`src/rtl/pp_agg.sv`:
```
// rtl/pp_agg.sv - masked count/sum/min/max column aggregation over last-delimited segments
module pp_agg #(
    parameter  int NUM_SIZE = 32,
    parameter  int CNT_SIZE = 16,
    localparam int SUM_SIZE = NUM_SIZE + CNT_SIZE
) (
    input  logic                clk,
    input  logic                reset,
    input  logic                in_valid,
    output logic                in_ready,
    input  logic                in_mask,
    input  logic [NUM_SIZE-1:0] in_data,
    input  logic                in_last,
    output logic                agg_valid,
    input  logic                agg_ready,
    output logic [CNT_SIZE-1:0] agg_rows,
    output logic [CNT_SIZE-1:0] agg_count,
    output logic [SUM_SIZE-1:0] agg_sum,
    output logic [NUM_SIZE-1:0] agg_min,
    output logic [NUM_SIZE-1:0] agg_max,
    output logic                agg_empty,
    output logic                agg_sat
);

    typedef enum logic {ACCUM, HOLD} state_t;

    localparam logic [CNT_SIZE-1:0] CNT_MAX = '1;

    state_t              state;
    logic [CNT_SIZE-1:0] acc_rows;
    logic [CNT_SIZE-1:0] acc_count;
    logic [SUM_SIZE-1:0] acc_sum;
    logic [NUM_SIZE-1:0] acc_min;
    logic [NUM_SIZE-1:0] acc_max;
    logic                acc_sat;

    logic                row_full;
    logic                cnt_full;
    logic                take;
    logic [CNT_SIZE-1:0] nxt_rows;
    logic [CNT_SIZE-1:0] nxt_count;
    logic [SUM_SIZE-1:0] nxt_sum;
    logic [NUM_SIZE-1:0] nxt_min;
    logic [NUM_SIZE-1:0] nxt_max;
    logic                nxt_sat;
    logic [SUM_SIZE-1:0] data_ext;

    // Value the accumulators take if the current beat is accepted. Once the
    // selected count is pinned at its maximum, further selected rows are dropped
    // from sum/min/max so the record stays self-consistent.
    always_comb begin
        row_full  = (acc_rows == CNT_MAX);
        cnt_full  = (acc_count == CNT_MAX);
        take      = in_mask && !cnt_full;
        data_ext  = {{CNT_SIZE{in_data[NUM_SIZE-1]}}, in_data};
        nxt_rows  = row_full ? acc_rows : acc_rows + CNT_SIZE'(1);
        nxt_count = take ? acc_count + CNT_SIZE'(1) : acc_count;
        nxt_sum   = take ? acc_sum + data_ext : acc_sum;
        nxt_min   = acc_min;
        nxt_max   = acc_max;
        if (take) begin
            if (acc_count == '0 || $signed(in_data) < $signed(acc_min)) nxt_min = in_data;
            if (acc_count == '0 || $signed(in_data) > $signed(acc_max)) nxt_max = in_data;
        end
        nxt_sat   = acc_sat || row_full || (in_mask && cnt_full);
    end

    // Accumulators are cleared as the last beat is captured; nothing is accepted
    // in HOLD, so they are already zero when the handshake returns us to ACCUM.
    always_ff @(posedge clk or posedge reset) begin
        if (reset) begin
            state     <= ACCUM;
            in_ready  <= 1'b1;
            agg_valid <= 1'b0;
            acc_rows  <= '0;
            acc_count <= '0;
            acc_sum   <= '0;
            acc_min   <= '0;
            acc_max   <= '0;
            acc_sat   <= 1'b0;
            agg_rows  <= '0;
            agg_count <= '0;
            agg_sum   <= '0;
            agg_min   <= '0;
            agg_max   <= '0;
            agg_empty <= 1'b1;
            agg_sat   <= 1'b0;
        end else begin
            case (state)
                ACCUM: begin
                    if (in_valid && in_ready) begin
                        if (in_last) begin
                            agg_rows  <= nxt_rows;
                            agg_count <= nxt_count;
                            agg_sum   <= nxt_sum;
                            agg_min   <= nxt_min;
                            agg_max   <= nxt_max;
                            agg_empty <= (nxt_count == '0);
                            agg_sat   <= nxt_sat;
                            acc_rows  <= '0;
                            acc_count <= '0;
                            acc_sum   <= '0;
                            acc_min   <= '0;
                            acc_max   <= '0;
                            acc_sat   <= 1'b0;
                            state     <= HOLD;
                            in_ready  <= 1'b0;
                            agg_valid <= 1'b1;
                        end else begin
                            acc_rows  <= nxt_rows;
                            acc_count <= nxt_count;
                            acc_sum   <= nxt_sum;
                            acc_min   <= nxt_min;
                            acc_max   <= nxt_max;
                            acc_sat   <= nxt_sat;
                        end
                    end
                end
                HOLD: begin
                    if (agg_ready) begin
                        state     <= ACCUM;
                        in_ready  <= 1'b1;
                        agg_valid <= 1'b0;
                    end
                end
                default: begin
                    state     <= ACCUM;
                    in_ready  <= 1'b1;
                    agg_valid <= 1'b0;
                end
            endcase
        end
    end

endmodule

```
`config.mk`:
```
export PLATFORM = sky130hd
export DESIGN_NAME = pp_agg
export DESIGN_NICKNAME = d
export VERILOG_FILES = /design/src/rtl/pp_agg.sv
export SDC_FILE = /design/constraint.sdc
export NUM_CORES = 1
export LEC_CHECK = 0
export ABC_AREA = 1
export BUFFER_PORTS_ARGS = -buffer_cell sky130_fd_sc_hd__buf_2
export CAP_MARGIN = 40
export CORE_UTILIZATION = 50
export CTS_CLUSTER_SIZE = 8
export DETAILED_ROUTE_END_ITERATION = 7
export GPL_ROUTABILITY_DRIVEN = 1
export PLACE_DENSITY = 0.69
export SYNTH_ARGS = -nofsm -noshare
export SYNTH_HDL_FRONTEND = slang
export SYNTH_SLANG_ARGS = --single-unit
```
`constraint.sdc`:
```
create_clock -name clk -period 9.8 [get_ports clk]
set_clock_uncertainty 0.15 [all_clocks]
set_input_delay 0.49 -clock clk [delete_from_list [all_inputs] [get_ports clk]]
set_output_delay 0.49 -clock clk [all_outputs]
set_load 0.02 [all_outputs]
```
Yosys cells after proc, flatten, opt, wreduce, memory -nomap -nowiden:

Index checks and enable logic that the tools add are counted.

* flip-flop bits (word level): 294
* input port bits: 38
* output and inout bits: 148
* word-level logic and storage cells: 65

* add/sub/neg operators: 3
* order comparisons: 2
* equality and inequality tests: 5
* muxes and demuxes: 25
* bitwise operators: 1
* reduce and logical (&&, ||, !) cells: 13

Operators with widths (count)
* two-way mux 32 bit: 6
* two-way mux 48 bit: 2
* two-way mux 16 bit: 4
* adder 48 bit: 1
* adder 16 x 1 -> 16 bit, second input constant: 2
* equality test 16 bit, second input constant: 2
* greater-than comparator 32 bit: 1
* zero test 16 bit: 2
* < comparator 32 bit: 1
* two-way mux 1 bit: 10
* != test 2 bit, second input constant: 3
* case mux 1 bit (2 select lines): 3
* AND reduction 3 bit: 2
* logical OR 1 bit: 4
* logical AND 1 bit: 3
* AND reduction 2 bit: 1
* zero test 1 bit: 1
* inverter 1 bit: 1

Logic depth before layout (Yosys ltp):

Gate-level depths: netlist of run 1.

* word-level depth: 5
* mapped depth: 21
* mapped depth without buffers: 20

Worst setup path before layout of run 1:

OpenSTA, ideal clock, no wires.

* path type: input -> register
* start point: input port in_data[0]
* end point: register agg_sum[32]
* setup time: 124 ps
* arrival time: 2123 ps
* data required time: 9526 ps
* setup slack: 7403 ps
* cell stages on the path: 13
* buffers on the path: 0
* path through: ha_1 -> inv_1 -> fa_1 -> inv_1 -> nand3_1 -> nand2_1 -> a21oi_1 -> o21ai_1 -> nand3_1 -> nand3_1 -> nand3_1 -> o211ai_1 -> nand2_1

* cells in the longest elaborated chain, start to end: 2

Ends and longest elaborated chain
* start: declaration: line 12 `input logic [NUM_SIZE-1:0] in_data,`
* adder 48 bit: line 58 `nxt_sum = take ? acc_sum + data_ext : acc_sum;`
* two-way mux 48 bit: line 58
* end signal: assignment: line 95 `agg_sum <= nxt_sum;`
* end: declaration: line 18 `output logic [SUM_SIZE-1:0] agg_sum,`

Every way passes these cells.
A chain may end at the register's enable or synchronous reset.

Final worst setup path of run 1:

* start point: register in_ready
* end point: register agg_sum[32]

* cells in the longest elaborated chain, start to end: 2

Ends and longest elaborated chain
* start: declaration: line 10 `output logic in_ready,`
* start signal: assignment: line 73 `in_ready <= 1'b1;`
* start signal: assignment: line 107 `in_ready <= 1'b0;`
* start signal: assignment: line 122 `in_ready <= 1'b1;`
* logical AND 1 bit: line 91 `if (in_valid && in_ready) begin`
* AND reduction 3 bit (no line)

Every way passes these cells.

==> out/results.ini, run 1 <==
[run_status]
status = completed

[power]
clock_power_share_pct = 19.7
p_total_mw = 6.659
power.share.switching_pct = 46.58
combinationalPowerShare_pct = 49.5
ir_worst_vdd_mv = 0.1587
p_sw_mw = 3.102
p_per_area_nw_per_um2 = 319.7
p_leak_nw = 11.07
p_seq_share_pct = 30.8
p_int_mw = 3.558

[global_routing]
grt_pass1_vias = 17290
grt_usage_pct = 29.83
grt_remaining_overflow = 0
antenna_found_initial = 0
grt_pass1_wl_um = 90170
grt_max_degree = 88

[timing]
fin_tns_setup_ps = 0
slew_violations = 0
holdWs_ps = 220.7
worstMarginPinSlew_ps = 979.0
finalSetupViolations = 0
slew_headroom_pct = 34.73
rsz0062_at_grt = false
fmax_ghz = 0.2389
final.period_utilization_pct = 42.72
hold_violations = 0
period_minus_slack_ps = 4186
setup_slack_ps = 5614

[synthesis]
netlist_area_sq_um = 18360
synth_edf_count = 0
netlist_instances = 2568
synthArstFlopShare_pct = 100.0
syn_area_per_cell_sq_um = 7.149
yosys_warnings = 0
ys_types = 46
ys.flop_type = dfrtp_1
yosysSeqAreaShare_pct = 40.09
ys_ff_latch = 294
synth_fp_nets = 2720

[layout]
final_cells = 3191
nFillCells = 3334
final_util_pct = 58.14
syn2layout_area_growth_pct = 13.47
fin_nets = 2874
final_layout_size_suffix_gt1_share_pct = 10.70
design_area_sq_um = 20830
antennaDiodeCount = 0

[worst_setup_path]
r2r-start = in_ready$_DFFE_PP1P_
crit_type = reg -> reg
reg2reg_to = agg_sum[32]$_DFFE_PP0P_
slowest_delay_ps = 770
r2r_setup_slack_ps = 5610
critPathBufInv = 4
r2r_cells = 8
crit_start = in_ready$_DFFE_PP1P_
crit_slowest_cell = buf_4
cp-end-kind = flop
worstPathCellList = nand3_4 > inv_1 > buf_4 > nand2_4 > clkinv_2 > buf_4 > o211ai_1 > nand2_1
critPathRequiredTime_ps = 10140
crit_path_start_kind = flop
critPathMaxFanout = 76
critical_path.top_delay_family = buffers and inverters
cp.arrival_ps = 4520
path_depth = 8
endpoint = agg_sum[32]$_DFFE_PP0P_
cp_common_cell = buf_4

[routing]
dr_total_vias = 17540
antenna_left = 0
first_pass_iters = 7
drt-total-wl_um = 55020
via_per_inst = 5.497
wl_per_cell_um = 17.24
drc_errors = 0
drt_iter0_drc = 1354

[floorplanning]
fp.dieW_um = 193.6
die_area_sq_um = 37480
ioPinCount = 186
start_util_pct = 51.24
fp-row-count = 69
coreArea_sq_um = 35830
die_h_um = 193.6

[place]
place_hpwl_um = 39860
placed_cells = 3137
io_buffers = 185
gp_congestion = 0.9633
dpl_cell_area_sq_um = 19690
pre_cts_slack_ps = 5588

[cts]
cts_root_buffer = clkbuf_16
cts-htree-levels = 2
cts_tree = yes
numCtsBuffers = 42
clkTransAtPathRegs_ps = 60
cts_buffer_depth = 3
clock_latency_ps = 560
cts.sinks = 294

[flow_run]
cap_violations = 0

[hold_path]
hp-class = in -> reg

==> cells in the mapped netlist (7+ instances only) <==
| master | number | area (sq um) |
|---|---|---|
| dfrtp_1 | 292 | 7307 |
| nand4_1 | 19 | 118.9 |
| o21ai_0 | 155 | 775.7 |
| ha_1 | 113 | 1414 |
| nor2_1 | 148 | 555.5 |
| inv_1 | 273 | 1025 |
| nand2_1 | 866 | 3251 |
| nor3_1 | 27 | 135.1 |
| xor2_1 | 23 | 201.4 |
| o22ai_1 | 20 | 125.1 |
| buf_2 | 26 | 130.1 |
| a31oi_1 | 7 | 43.79 |
| a21o_1 | 8 | 60.06 |
| nand3_1 | 311 | 1556 |
| or2_2 | 16 | 100.1 |
| clkbuf_1 | 48 | 180.2 |
| o21a_1 | 9 | 67.56 |
| buf_6 | 9 | 101.4 |
| buf_1 | 9 | 33.78 |
| a21oi_1 | 106 | 530.5 |
| o211ai_1 | 17 | 127.6 |
| o21ai_1 | 12 | 60.06 |
==> placed cells by master (no fill, tap or decap), types with 16 or more instances in the layout <==
cell	netlist	final
nand2_1	866	865
dfrtp_1	292	292
o22ai_1	20	20
o21ai_0	155	155
buf_2	26	185
ha_1	113	113
xor2_1	23	23
or2_2	16	16
nand3_1	311	310
inv_1	273	272
nor3_1	27	27
a21oi_1	106	106
nand4_1	19	19
o211ai_1	17	17
clkbuf_16	0	43
nor2_1	148	147
==> final cells by class <==
type	instances	area [sq um]	share of cell area, %
Tap cell	461	576.8	2.769
Multi-Input combinational cell	1904	9529	45.74
Clock buffer	51	1116	5.358
Sequential cell	294	7360	35.33
Inverter	276	1047	5.027
Clock inverter	1	8.758	0.04204
Timing Repair Buffer	204	1194	5.730
==> routing by layer <==
layer / routed length, um / track usage, % / share of wire (%) / up-vias
met5: 0 / 0 / 0 / -
met4: 1600 / 11.17 / 2.9 / 0
met2: 24990 / 47.75 / 45 / 540
met3: 3536 / 4.505 / 6.4 / 98
met1: 24890 / 40.93 / 45 / 8270
li1: - / - / - / 8634
==> logic make-up (layout without fill, tap and decap cells) <==
group / count (synthesis) / after routing / share of synthesized area (%)
AND/OR/NAND/NOR: 1415 / 1415 / 32.29
buffers and inverters: 370 / 532 / 8.151
AO/OA/AOI/OAI: 352 / 352 / 10.56
flip-flops: 294 / 294 / 40.09
adder cells (fa/ha/maj): 114 / 114 / 7.811
XOR/XNOR: 23 / 23 / 1.097
==> worst min-delay path by stage <==
stage | start | to | slack (ps) | depth (start not counted)
after floorplan | acc_max[10]$_DFFE_PP0P_ | acc_max[10]$_DFFE_PP0P_ | 300 | 2
after global placement | agg_empty$_DFFE_PP1P_ | agg_empty$_DFFE_PP1P_ | 310 | 2
after detailed placement | agg_sum[25]$_DFFE_PP0P_ | agg_sum[25]$_DFFE_PP0P_ | 310 | 2
after CTS | in_mask | acc_sat$_DFFE_PP0P_ | 200 | 3
after global routing | in_mask | acc_sat$_DFFE_PP0P_ | 240 | 3
final | in_mask | acc_sat$_DFFE_PP0P_ | 220 | 3
==> registers in the layout, indices dropped and copies added (netlist names) <==
signal,flops
agg_sum,48
agg_empty,1
agg_max,32
agg_count,16
acc_sum,48
agg_sat,1
agg_valid,1
acc_sat,1
acc_rows,16
agg_rows,16
in_ready,1
acc_count,16
agg_min,32
acc_max,32
acc_min,32
state,1
==> what timing repair did <==
action,in CTS,in global routing
hold endpoints to repair,84,0
hold buffers,2,0
buffers inserted,0,0
gates resized for setup,0,0
==> power by group through the flow <==
| stage | registers [mW] | logic [mW] | clock network [mW] |
|---|---|---|---|
| final | 2.05 | 3.30 | 1.31 |
| after detailed placement | 2.05 | 3.28 | 0 |
| after floorplan | 2.33 | 1.97 | 0 |
| after global placement | 2.04 | 3.19 | 0 |
| after global routing | 2.11 | 3.69 | 1.38 |
| after CTS | 2.05 | 3.30 | 1.34 |
==> worst reg2reg max path: stages, from the launching register on <==
cell and delay (ps):
dfstp_2 570, nand3_4 320, inv_1 350, buf_4 400, nand2_4 480, clkinv_2 640, buf_4 770, o211ai_1 340
nand2_1 110
No activity file was read; power rests on OpenSTA's default activity.
==> inputs of run 2 (changes only) <==
ABC_AREA = 0   (was 1)
PLACE_DENSITY = 0.72   (was 0.69)
clock period = 3.6 ns   (was 9.8 ns; I/O delays follow)
==> out/results.ini, run 2 <==
[synthesis]
synth_edf_count = 0
yosysMostFrequentCell = dfrtp_1
ys.flop_type = dfrtp_1
ys_ff_latch = 294
synth.top_cell.area_share_pct = 42.01
synth_fp_nets = 2033
syn_area_per_cell_sq_um = 9.246
netlist_area_sq_um = 17390
synth_area_leaders = dfrtp_1 42%, ha_1 8.1%, nand2_1 5.9%, o21ai_0 4.7%, mux2i_1 3.9%
netlist_instances = 1881
yosys_warnings = 0
yosysSeqAreaShare_pct = 42.32
ys_types = 68
yosys-top-cells-count = 292 x dfrtp_1, 274 x nand2_1, 165 x o21ai_0
yosysTopAreaCell = dfrtp_1
synthArstFlopShare_pct = 100.0

[hold_path]
hp-class = in -> reg
min_to = acc_min[31]$_DFFE_PP0P_
worstHoldPathCells = 2
min-delay-start = in_data[31]

[worst_setup_path]
critPathMaxFanout = 32
crit_path_start_kind = primary input
critPathBufInv = 4
slowest_delay_ps = 550
cp.arrival_ps = 3820
crit_slowest_cell = dlygate4sd3_1
worstPathCellList = dlygate4sd3_1 > buf_2 > buf_4 > ha_1 > a21o_1 > a21o_1 > a21oi_1 > or4_1 > o211ai_1 > a311oi_2 > mux2_4 > o21bai_2 > buf_4 > a22o_1
reg2reg_to = acc_min[0]$_DFFE_PP0P_
r2r-start = acc_min[13]$_DFFE_PP0P_
cp-end-kind = flop
r2r_setup_slack_ps = 120
critPathRequiredTime_ps = 3910
critical_path.top_delay_family = compound AO/OA/AOI/OAI gates
crit_type = in -> reg
r2r_cells = 12

[layout]
final_cell_mix = 292 x dfrtp_1, 272 x nand2_1, 184 x buf_2, 164 x o21ai_0, 111 x ha_1
final_cells = 2541
fin_nets = 2232
design_area_sq_um = 20530
syn2layout_area_growth_pct = 18.05
final_layout_size_suffix_gt1_share_pct = 17.21
layout_commonest_cell = dfrtp_1
largestRegisters = acc_sum: 48 flops, agg_sum: 48 flops

[floorplanning]
coreArea_sq_um = 33870
ioPinCount = 186
fp.dieW_um = 188.5
fp-row-count = 67
die_h_um = 188.5
start_util_pct = 51.35
die_area_sq_um = 35530

[timing]
hold_violations = 0
slew_violations = 0
holdWs_ps = 102.7
final.period_utilization_pct = 97.45
slew_headroom_pct = 48.79
finalSetupViolations = 0
fmax_ghz = 0.2850
rsz0062_at_grt = false
fin_tns_setup_ps = 0
worstMarginPinSlew_ps = 766.5
period_minus_slack_ps = 3508

[global_routing]
grt_pass1_wl_um = 78890
grt_pass1_vias = 14610
grt_max_degree = 164
grt_usage_pct = 27.63
grt_remaining_overflow = 0
antenna_found_initial = 1

[routing]
drt-total-wl_um = 49260
dr_total_vias = 14900
via_per_inst = 5.863
antenna_left = 0
wl_per_cell_um = 19.38
first_pass_iters = 5
drc_errors = 0
drt_iter0_drc = 1264

[cts]
clock_latency_ps = 540
numCtsBuffers = 42
cts_root_buffer = clkbuf_16
cts_tree = yes
cts_buffer_depth = 3
clkTransAtPathRegs_ps = 50
cts-htree-levels = 2
cts.sinks = 294

[power]
p_per_area_nw_per_um2 = 849.2
p_leak_nw = 9.808
ir_worst_vdd_mv = 0.4701

[flow_run]
cap_violations = 0

[place]
placed_cells = 2445
dpl_cell_area_sq_um = 18870
place_hpwl_um = 33790
io_buffers = 185
gp_congestion = 0.9249

[run_status]
status = completed

==> run 2: changes by cell type after synthesis, moves of 45 or more <==
cell,previous run,this run
a22o_1,2,76
clkbuf_1,48,93
inv_1,273,109
mux2i_1,0,67
nand2_1,866,274
nand3_1,311,32
nor2_1,148,92
xnor2_1,0,46
==> run 2: through the flow <==
step | util [%] | power (mW) | setup slack, ps
5_1_grt | 60.62 | 18.58 | 8.991
3_5_place_dp | 55.72 | 13.57 | -200.3
2_1_floorplan | - | 11.19 | -631.5
6_report | 60.62 | 17.44 | 91.80
3_3_place_gp | 55.69 | 13.35 | -176.8
4_1_cts | 60.14 | 17.29 | 12.39
==> run 2: layout make-up <==
type	count	area, sq um
inverters	109	412.9
multi-input cells	1364	9246
clock buffers	54	1117
diodes	1	2.502
clock inverters	2	32.53
flip-flops and latches	294	7360
fillers	2914	13340
repair buffers	269	1799
well taps	448	560.5
==> run 2: worst max path at each step <==
stage | start | to | slack (ps) | cells past startpoint
final | in_data[17] | acc_min[0]$_DFFE_PP0P_ | 90 | 14
after floorplan | reset | acc_count[0]$_DFFE_PP0P_ | -630 | 1
after global routing | acc_sum[1]$_DFFE_PP0P_ | agg_sum[33]$_DFFE_PP0P_ | 9 | 12
after CTS | acc_min[13]$_DFFE_PP0P_ | agg_min[7]$_DFFE_PP0P_ | 10 | 13
after detailed placement | in_data[31] | agg_min[7]$_DFFE_PP0P_ | -200 | 12
after global placement | in_data[31] | agg_min[23]$_DFFE_PP0P_ | -180 | 12
==> run 2: kinds of logic after synthesis <==
group                      count (synthesis)  share of synthesized area, %
AOI/OAI and AO/OA                        581                         23.00
and+or+nand+nor                          527                         13.58
DFF                                      294                         42.32
buffers and inverters                    223                         5.209
adders and majority gates                114                         8.245
xor gates and xnor gates                  74                         3.727
muxes                                     68                         3.921
==> run 2: layer usage <==
metal	up-vias	wire length [um]	global-route usage (%)
li1	7097	-	-
met1	7275	23360	40.31
met2	456	22220	43.68
met3	70	2745	3.427
met4	0	925	6.607
met5	-	0	0
==> run 2: report_power, final <==
part,switching [mW],internal [mW]
combinational,4.88,3.41
sequential,1.00,4.56
clock,1.44,2.14
==> run 2: timing repair <==
| item | CTS | global route |
|---|---|---|
| setup endpoints to repair | 64 | 73 |
| pin swaps | 0 | 4 |
| hold buffers | 34 | 0 |
| setup buffers | 0 | 2 |
| resized for setup | 2 | 16 |
| endpoints found under the hold margin | 122 | 0 |
| cloned | 0 | 3 |
